`src/rtl/count32_pkg.sv`:
```
// Shared types and helpers for the count-to-unary expander datapath.
package count32_pkg;

    localparam int N  = 32;
    localparam int CW = $clog2(N + 1);

    typedef logic [N-1:0]  word_t;
    typedef logic [CW-1:0] cnt_t;

    // Counts above N are clamped so the generated word can never overflow.
    function automatic cnt_t sat_count(input cnt_t c);
        return (c > cnt_t'(N)) ? cnt_t'(N) : c;
    endfunction

endpackage

```
`src/rtl/count32_therm.sv`:
```
// Thermometer decoder: bits [n-1:0] set, n=0 gives zero, n=N gives all ones.
// Latency: purely combinational.
// Backpressure: none, stateless.
module count32_therm
    import count32_pkg::*;
(
    input  cnt_t  n,
    output word_t word
);

    always_comb begin
        word = '0;
        for (int i = 0; i < N; i++) begin
            word[i] = (cnt_t'(i) < n);
        end
    end

endmodule

```
`src/rtl/count32_expand.sv`:
```
// Count-to-unary expander: S1 clamp, S2 thermometer, S3 optional rotate (COUNT32_EXPAND_ROTATE_EN).
// Latency: fixed 3 cycles from input transfer to out_valid, plus one per stall cycle.
// Backpressure: single global enable; all stages hold while out_valid && !out_ready.
module count32_expand
    import count32_pkg::*;
(
    input  logic        clk,
    input  logic        rst_n,
    input  logic        in_valid,
    output logic        in_ready,
    input  cnt_t        in_count,
    output logic        out_valid,
    input  logic        out_ready,
    output word_t       out_word,
    output cnt_t        out_count,
    output logic        out_sat,
    output logic [4:0]  offset
);

    logic  en;
    cnt_t  clamped;
    word_t therm_word;
    word_t rot_word;

    logic  s1_vld_q, s1_vld_d;
    cnt_t  s1_cnt_q, s1_cnt_d;
    logic  s1_sat_q, s1_sat_d;

    logic  s2_vld_q, s2_vld_d;
    word_t s2_word_q, s2_word_d;
    cnt_t  s2_cnt_q, s2_cnt_d;
    logic  s2_sat_q, s2_sat_d;

    logic  out_vld_q, out_vld_d;
    word_t out_word_q, out_word_d;
    cnt_t  out_cnt_q, out_cnt_d;
    logic  out_sat_q, out_sat_d;

    count32_therm u_therm (
        .n    (s1_cnt_q),
        .word (therm_word)
    );

    always_comb begin
        en       = !out_vld_q || out_ready;
        clamped  = sat_count(in_count);

        s1_vld_d   = s1_vld_q;
        s1_cnt_d   = s1_cnt_q;
        s1_sat_d   = s1_sat_q;
        s2_vld_d   = s2_vld_q;
        s2_word_d  = s2_word_q;
        s2_cnt_d   = s2_cnt_q;
        s2_sat_d   = s2_sat_q;
        out_vld_d  = out_vld_q;
        out_word_d = out_word_q;
        out_cnt_d  = out_cnt_q;
        out_sat_d  = out_sat_q;

        // Payload only loads behind a valid so outputs keep their last word across bubbles.
        if (en) begin
            s1_vld_d  = in_valid;
            s2_vld_d  = s1_vld_q;
            out_vld_d = s2_vld_q;
            if (in_valid) begin
                s1_cnt_d = clamped;
                s1_sat_d = (in_count > cnt_t'(N));
            end
            if (s1_vld_q) begin
                s2_word_d = therm_word;
                s2_cnt_d  = s1_cnt_q;
                s2_sat_d  = s1_sat_q;
            end
            if (s2_vld_q) begin
                out_word_d = rot_word;
                out_cnt_d  = s2_cnt_q;
                out_sat_d  = s2_sat_q;
            end
        end
    end

`ifdef COUNT32_EXPAND_ROTATE_EN
    logic [4:0] off_q, off_d;
    logic [4:0] s1_off_q, s1_off_d;
    logic [4:0] s2_off_q, s2_off_d;

    // The pointer travels with its count so the rotation matches the acceptance-time offset.
    always_comb begin
        off_d    = off_q;
        s1_off_d = s1_off_q;
        s2_off_d = s2_off_q;
        if (en && in_valid) begin
            off_d    = off_q + clamped[4:0];
            s1_off_d = off_q;
        end
        if (en && s1_vld_q) begin
            s2_off_d = s1_off_q;
        end
        rot_word = (s2_word_q << s2_off_q) | (s2_word_q >> (N - int'(s2_off_q)));
    end

    always_ff @(posedge clk or negedge rst_n) begin
        if (!rst_n) begin
            off_q    <= '0;
            s1_off_q <= '0;
            s2_off_q <= '0;
        end else begin
            off_q    <= off_d;
            s1_off_q <= s1_off_d;
            s2_off_q <= s2_off_d;
        end
    end

    assign offset = off_q;
`else
    assign rot_word = s2_word_q;
    assign offset   = '0;
`endif

    always_ff @(posedge clk or negedge rst_n) begin
        if (!rst_n) begin
            s1_vld_q   <= 1'b0;
            s1_cnt_q   <= '0;
            s1_sat_q   <= 1'b0;
            s2_vld_q   <= 1'b0;
            s2_word_q  <= '0;
            s2_cnt_q   <= '0;
            s2_sat_q   <= 1'b0;
            out_vld_q  <= 1'b0;
            out_word_q <= '0;
            out_cnt_q  <= '0;
            out_sat_q  <= 1'b0;
        end else begin
            s1_vld_q   <= s1_vld_d;
            s1_cnt_q   <= s1_cnt_d;
            s1_sat_q   <= s1_sat_d;
            s2_vld_q   <= s2_vld_d;
            s2_word_q  <= s2_word_d;
            s2_cnt_q   <= s2_cnt_d;
            s2_sat_q   <= s2_sat_d;
            out_vld_q  <= out_vld_d;
            out_word_q <= out_word_d;
            out_cnt_q  <= out_cnt_d;
            out_sat_q  <= out_sat_d;
        end
    end

    assign in_ready  = en;
    assign out_valid = out_vld_q;
    assign out_word  = out_word_q;
    assign out_count = out_cnt_q;
    assign out_sat   = out_sat_q;

endmodule

```
`config.mk`:
```
export PLATFORM = sky130hd
export DESIGN_NAME = count32_expand
export DESIGN_NICKNAME = d
export VERILOG_FILES = /design/src/rtl/count32_pkg.sv /design/src/rtl/count32_therm.sv /design/src/rtl/count32_expand.sv
export SDC_FILE = /design/constraint.sdc
export NUM_CORES = 1
export LEC_CHECK = 0
export ABC_AREA = 1
export CORE_MARGIN = 1.5
export CORE_UTILIZATION = 30
export DETAILED_ROUTE_END_ITERATION = 12
export PLACE_DENSITY = 0.49
export SYNTH_ARGS = -nofsm -noshare
export SYNTH_HDL_FRONTEND = slang
export SYNTH_HIERARCHICAL = 1
export SYNTH_SLANG_ARGS = --single-unit
```
`constraint.sdc`:
```
create_clock -name clk -period 3.6 [get_ports clk]
set_input_delay 0.72 -clock clk [delete_from_list [all_inputs] [get_ports clk]]
set_output_delay 0.72 -clock clk [all_outputs]
set_load 0.02 [all_outputs]
```
==> out/qor.yml, run 1 <==
clocking:
  cts_resized: 0
  cts_sinks: 88
  clkLatencyLatePin_ns: 0.34
  clk_pin_slew_worst_paths_ns: 0.06
  root_buffer: "clkbuf_16"
  post_cts_buffers: 0
  cts_hold_buf: 0
  clock_path_buffers: 2
  cts_buffers: 9
  htree_levels: 3
  cts_tree: "yes"
timing:
  rsz0062_at_grt: "false"
  maxSlewHeadroom: 0.250
  max_freq_ghz: 0.382
  fin_tns_setup_ns: 0
  drv_slew: 0
  finalHoldWorstSlack_ns: 0.469
  period_minus_slack_ns: 2.62
  hold_viol_final: 0
  clock_skew_ns: 0.00744
  setup_viol: 0
  final.period_utilization: 0.728
  worst_pin_slew_ns: 1.13
floorplan:
  dieArea_sq_um: 13400
  start_util: 0.312
  core_area_sq_um: 12200
  num_rows: 40
  die_w_microns: 116
  io_pins: 56
  die_y_microns: 116
grt:
  grt-ovfl-total: 0
  grt_antenna_before_repair: 0
  first_global_vias: 2881
  grt_max_degree: 89
  grt.total_usage: 0.130
  grt_pass1_wl_microns: 13700
setup_path:
  worstPathRequired_ns: 2.88
  cp-start-kind: "input pin"
  critical_path_arrival_ns: 1.90
  r2r-end: "rot_word[4]$_DFFE_PN0P_"
  endpoint_kind: "output port"
  rr_worst_depth: 4
  critPathKind: "in2out"
  crit_fanout: 3
  r2r_start: "s1_vld_q$_DFFE_PN0N_"
  regToRegSetupSlack_ns: 1.55
worst_hold_path:
  hold_path_class: "reg2reg"
  holdPathEnd: "rot_word[18]$_DFFE_PN0P_"
  hold-path-cell-count: 2
  worstHoldStart: "rot_word[18]$_DFFE_PN0P_"
synthesis:
  yosysWarnings: 6
  syn_area_per_cell_sq_um: 8.52
  ys_seq_elements: 88
  ys_seq_area_frac: 0.578
  syn_inst: 447
  syn-cell-area_sq_um: 3810
  synth_cell_types: 21
final_layout:
  nets: 497
  fillers: 1296
  final_cell_mix: "147 x nand2_1, 88 x dfrtp_1, 54 x nand3_1, 49 x clkdlybuf4s50_1, 42 x inv_1"
  final_common_cell: "nand2_1"
  antenna_cells: 0
  drive_above_1_share: 0.0613
  areaGrowthSynthToFinish_pct: 22.0
drt:
  viasPerCell: 4.35
  ant_nets: 0
  finalWirelength_microns: 7910
  drt_iter0_markers: 126
  avgRoutedWirePerCell_microns: 12.0
  dr.pass1.iters: 4
  drc_errors: 0
  route.vias.total: 2861
placed_design:
  hpwl_microns: 5060
  io_buffers: 50
  gp_congestion: 0.805
power_and_ir_drop:
  power_leakage_uw: 0.00234
  ir_drop_v: 0.000305
  pwr_density_cell_nw_per_um2: 900
run_status:
  status: "finished, final reports clean"
flow_run:
  drv_cap: 0
worst max-delay path, stage by stage:
cell             delay, ns
clkdlybuf4s50_1       0.47
inv_2                 0.04
nand2_2               0.06
clkdlybuf4s50_1       0.61
flip-flops by register name, summed over array words and instances, names as in the netlist, 6 cells and up:
| signal | count |
|---|---|
| out_word | 32 |
| rot_word | 32 |
| out_count | 6 |
| s1_cnt_q | 6 |
| s2_cnt_q | 6 |
per-layer routing:
layer  routed length [microns]  part of all wire  GRT usage  vias up
met3                       302             0.038     0.0267        8
met4                       110             0.014     0.0537        0
met2                      3520              0.44      0.205       52
met1                      3990              0.50      0.176     1337
li1                          -                 -          -     1464
met5                         0                 0          0        -
through the flow:
stage | power [uW] | std cells | cell area, sq um | setup slack, ns | utilization
2_1_floorplan | 2740 | 451 | 3820 | 1.71 | -
3_3_place_gp | 3360 | 644 | 4390 | 0.958 | 0.359
3_5_place_dp | 3380 | 644 | 4390 | 0.971 | 0.359
4_1_cts | 4250 | 657 | 4650 | 0.965 | 0.381
5_1_grt | 4520 | 657 | 4650 | 0.939 | 0.381
6_report | 4180 | 657 | 4650 | 0.980 | 0.381
power by group:
part	internal [uW]	leakage [uW]	switching [uW]
clock network	493	0.000130	353
registers	1440	0.00104	263
logic	684	0.00116	950
synthesized netlist by cell type:
cell type / count / area [sq um]
nand2_1: 148 / 556
dfrtp_1: 88 / 2200
nand3_1: 54 / 270
inv_1: 42 / 158
nor2_1: 32 / 120
a21oi_1: 18 / 90.1
o21ai_0: 16 / 80.1
buf_4: 11 / 82.6
buf_2: 9 / 45.0
o21ai_2: 9 / 78.8
buf_6: 4 / 45.0
clkbuf_1: 4 / 15.0
o21ai_1: 3 / 15.0
a31oi_1: 2 / 12.5
clkbuf_2: 1 / 5.00
conb_1: 1 / 3.75
inv_2: 1 / 3.75
nand2_2: 1 / 6.26
nand3b_1: 1 / 7.51
nor2_2: 1 / 6.26
o211ai_1: 1 / 7.51
area by class of cell:
type | count | area, sq um | area share
flip-flops and latches | 88 | 2200 | 0.474
multi-input cells | 291 | 1270 | 0.274
repair buffers | 54 | 541 | 0.116
clock buffers | 12 | 256 | 0.0552
well taps | 168 | 210 | 0.0452
inverters | 43 | 161 | 0.0347
clock inverters | 1 | 5.00 | 0.00108
worst max-delay path by stage:
stage / start / endpoint / slack, ns / cells after the start
after floorplan: out_ready / in_ready / 1.71 / 4
after global placement: out_ready / in_ready / 0.96 / 4
after detailed placement: out_ready / in_ready / 0.97 / 4
after CTS: out_ready / in_ready / 0.97 / 4
after global routing: out_ready / in_ready / 0.94 / 4
final: out_ready / in_ready / 0.98 / 4
cells by family (layout without fill, tap and decap cells):
family | count (synthesis) | after routing | share of synthesized area
simple gates | 237 | 237 | 0.254
flops | 88 | 88 | 0.578
buf+inv | 72 | 110 | 0.0929
other cells | 1 | 5 | 0.000984
compound gates | 49 | 49 | 0.0746
Note: power is estimated with default switching activity, not from simulation.
==> run 2, diff against run 1 <==
==> constraint.sdc (replaced) <==
create_clock -name clk -period 2.7 [get_ports clk]
set_input_delay 0.54 -clock clk [delete_from_list [all_inputs] [get_ports clk]]
set_output_delay 0.54 -clock clk [all_outputs]
set_load 0.02 [all_outputs]
==> run 2 against run 1 <==
Against the previous run: die area unchanged; non-clock buffer count up 5; critical path depth unchanged; register-to-register slack worse by 0.58 ns; cell area up 1.3%; global-route usage up 0.11 points; final cell count up 1.2%; worst setup slack worse by 0.54 ns; largest cell class unchanged; largest power group is now combinational logic; highest routed layer unchanged.
==> out/qor.yml, run 2 (synthesized netlist as in run 1, its figures left out) <==
run_status:
  status: "finished, final reports clean"  # unchanged
setup_path:
  crit_fanout: 2  # was 3
  worstPathRequired_ns: 2.16  # was 2.88 ns
  endpoint_kind: "output port"  # unchanged
  critical_path_arrival_ns: 1.72  # was 1.90 ns
  critPathKind: "in2out"  # unchanged
  cp-start-kind: "input pin"  # unchanged
drt:
  dr.pass1.iters: 4  # unchanged
  wl_met2_microns: 3600  # was 3520 microns
  avgRoutedWirePerCell_microns: 11.9  # was 12.0 microns
  viasPerCell: 4.34  # was 4.35
  drt_iter0_markers: 168  # was 126
  finalWirelength_microns: 7940  # was 7910 microns
  drc_errors: 0  # unchanged
  top_layer: "met4"  # unchanged
  ant_nets: 0  # unchanged
  wl_met3_microns: 252  # was 302 microns
  wl_met1_microns: 3940  # was 3990 microns
  route.vias.total: 2888  # was 2861
grt:
  grt_pass1_wl_microns: 13900  # was 13700 microns
  grt-ovfl-total: 0  # unchanged
  grt_antenna_before_repair: 0  # unchanged
  grt.total_usage: 0.131  # was 0.130
  first_global_vias: 2995  # was 2881
  grt_max_degree: 49  # was 89
clocking:
  clkLatencyLatePin_ns: 0.33  # was 0.34 ns
  cts_buffers: 9  # unchanged
  cts_resized: 0  # unchanged
  clock_path_buffers: 2  # unchanged
  cts_sinks: 88  # unchanged
  cts_hold_buf: 0  # unchanged
  root_buffer: "clkbuf_16"  # unchanged
  post_cts_buffers: 0  # unchanged
  htree_levels: 3  # unchanged
  cts_tree: "yes"  # unchanged
  clk_pin_slew_worst_paths_ns: 0.06  # about the same
placed_design:
  dp_cells: 649  # was 644
  io_buffers: 50  # unchanged
  hpwl_microns: 5260  # was 5060 microns
  gp_congestion: 0.772  # was 0.805
power_and_ir_drop:
  ir_drop_v: 0.000434  # was 0.000305 V
  power_leakage_uw: 0.00236  # was 0.00234 uW
  pwr_density_cell_nw_per_um2: 1190  # was 900 nW/um^2
floorplan:
  core_area_sq_um: 12200  # unchanged
  start_util: 0.312  # unchanged
  die_y_microns: 116  # unchanged
  die_w_microns: 116  # unchanged
  num_rows: 40  # unchanged
  io_pins: 56  # unchanged
  dieArea_sq_um: 13400  # unchanged
final_layout:
  final_common_cell: "nand2_1"  # unchanged
  multi_input_area_sq_um: 1270  # unchanged
  instances_no_fill: 665  # was 657
  areaGrowthSynthToFinish_pct: 23.6  # was 22.0%
  drive_above_1_share: 0.0765  # was 0.0613
  final_cell_mix: "147 x nand2_1, 88 x dfrtp_1, 54 x nand3_1, 49 x clkdlybuf4s50_1, 42 x inv_1"  # unchanged
  nets: 502  # was 497
  fillers: 1317  # was 1296
  regArea_sq_um: 2200  # unchanged
  antenna_cells: 0  # unchanged
timing:
  setup_viol: 0  # unchanged
  hold_viol_final: 0  # unchanged
  maxSlewHeadroom: 0.598  # was 0.250
  rsz0062_at_grt: "false"  # unchanged
  final.period_utilization: 0.837
  worst_pin_slew_ns: 0.603  # was 1.13 ns
  fin_tns_setup_ns: 0  # unchanged
  period_minus_slack_ns: 2.26
  max_freq_ghz: 0.443
  clock_skew_ns: 0.00612  # was 0.00744 ns
  drv_slew: 0  # unchanged
flow_run:
  drv_cap: 0  # unchanged
worst_hold_path:
  hold_path_class: "in2async"  # was reg2reg
run 2: cell count changes in the layout (fill, tap and decap cells not counted), sizes merged:
cell	before	now
buf	5	10
clkinvlp	0	2
clkinv	1	2
run 2: routing by layer:
layer  up-vias  track usage
met5         -            0
met4         0       0.0585
met3        11       0.0214
met2        48        0.215
met1      1346        0.173
li1       1483            -
run 2: area by class of cell:
cell class              count  share of cell area
clock buffers              12              0.0545
repair buffers             59               0.123
inverters                  43              0.0343
multi-input cells         291               0.270
flip-flops and latches     88               0.468
well taps                 168              0.0446
clock inverters             4             0.00611
run 2: final timing paths:
kind,startpoint,end,slack [ns],depth (start not counted)
worst max-delay path,out_ready,in_ready,0.44,4
worst min-delay path,rst_n,s2_sat_q$_DFFE_PN0P_,0.20,1
worst max register to register,out_valid$_DFFE_PN0N_,s1_cnt_q[4]$_DFFE_PN0P_,0.97,6
worst min register to register,out_word[11]$_DFFE_PN0P_,out_word[11]$_DFFE_PN0P_,0.47,2
max in group asynchronous,rst_n,out_word[11]$_DFFE_PN0P_,1.85,2
min in group clk,out_word[11]$_DFFE_PN0P_,out_word[11]$_DFFE_PN0P_,0.47,2
run 2: stage by stage:
step	utilization	hold WS, ns	instance area (sq um)	power [uW]	setup WS (ns)
floorplan	-	0.244	3820	3650	1.17
global placement	0.362	0.455	4420	4500	0.382
detailed placement	0.362	0.460	4420	4530	0.320
CTS	0.386	0.230	4710	5730	0.420
global route	0.386	0.265	4710	6070	0.382
finish	0.386	0.202	4710	5630	0.441
run 2: report_power, final:
part / leakage (uW) / switching [uW] / internal [uW]
combinational: 0.00119 / 1310 / 925
clock: 0.000135 / 494 / 674
sequential: 0.00104 / 305 / 1920
run 2: critical path, stage by stage:
cell and delay, ns:
clkdlybuf4s50_1 0.47, inv_2 0.04, nand2_2 0.05, clkdlybuf4s50_1 0.62
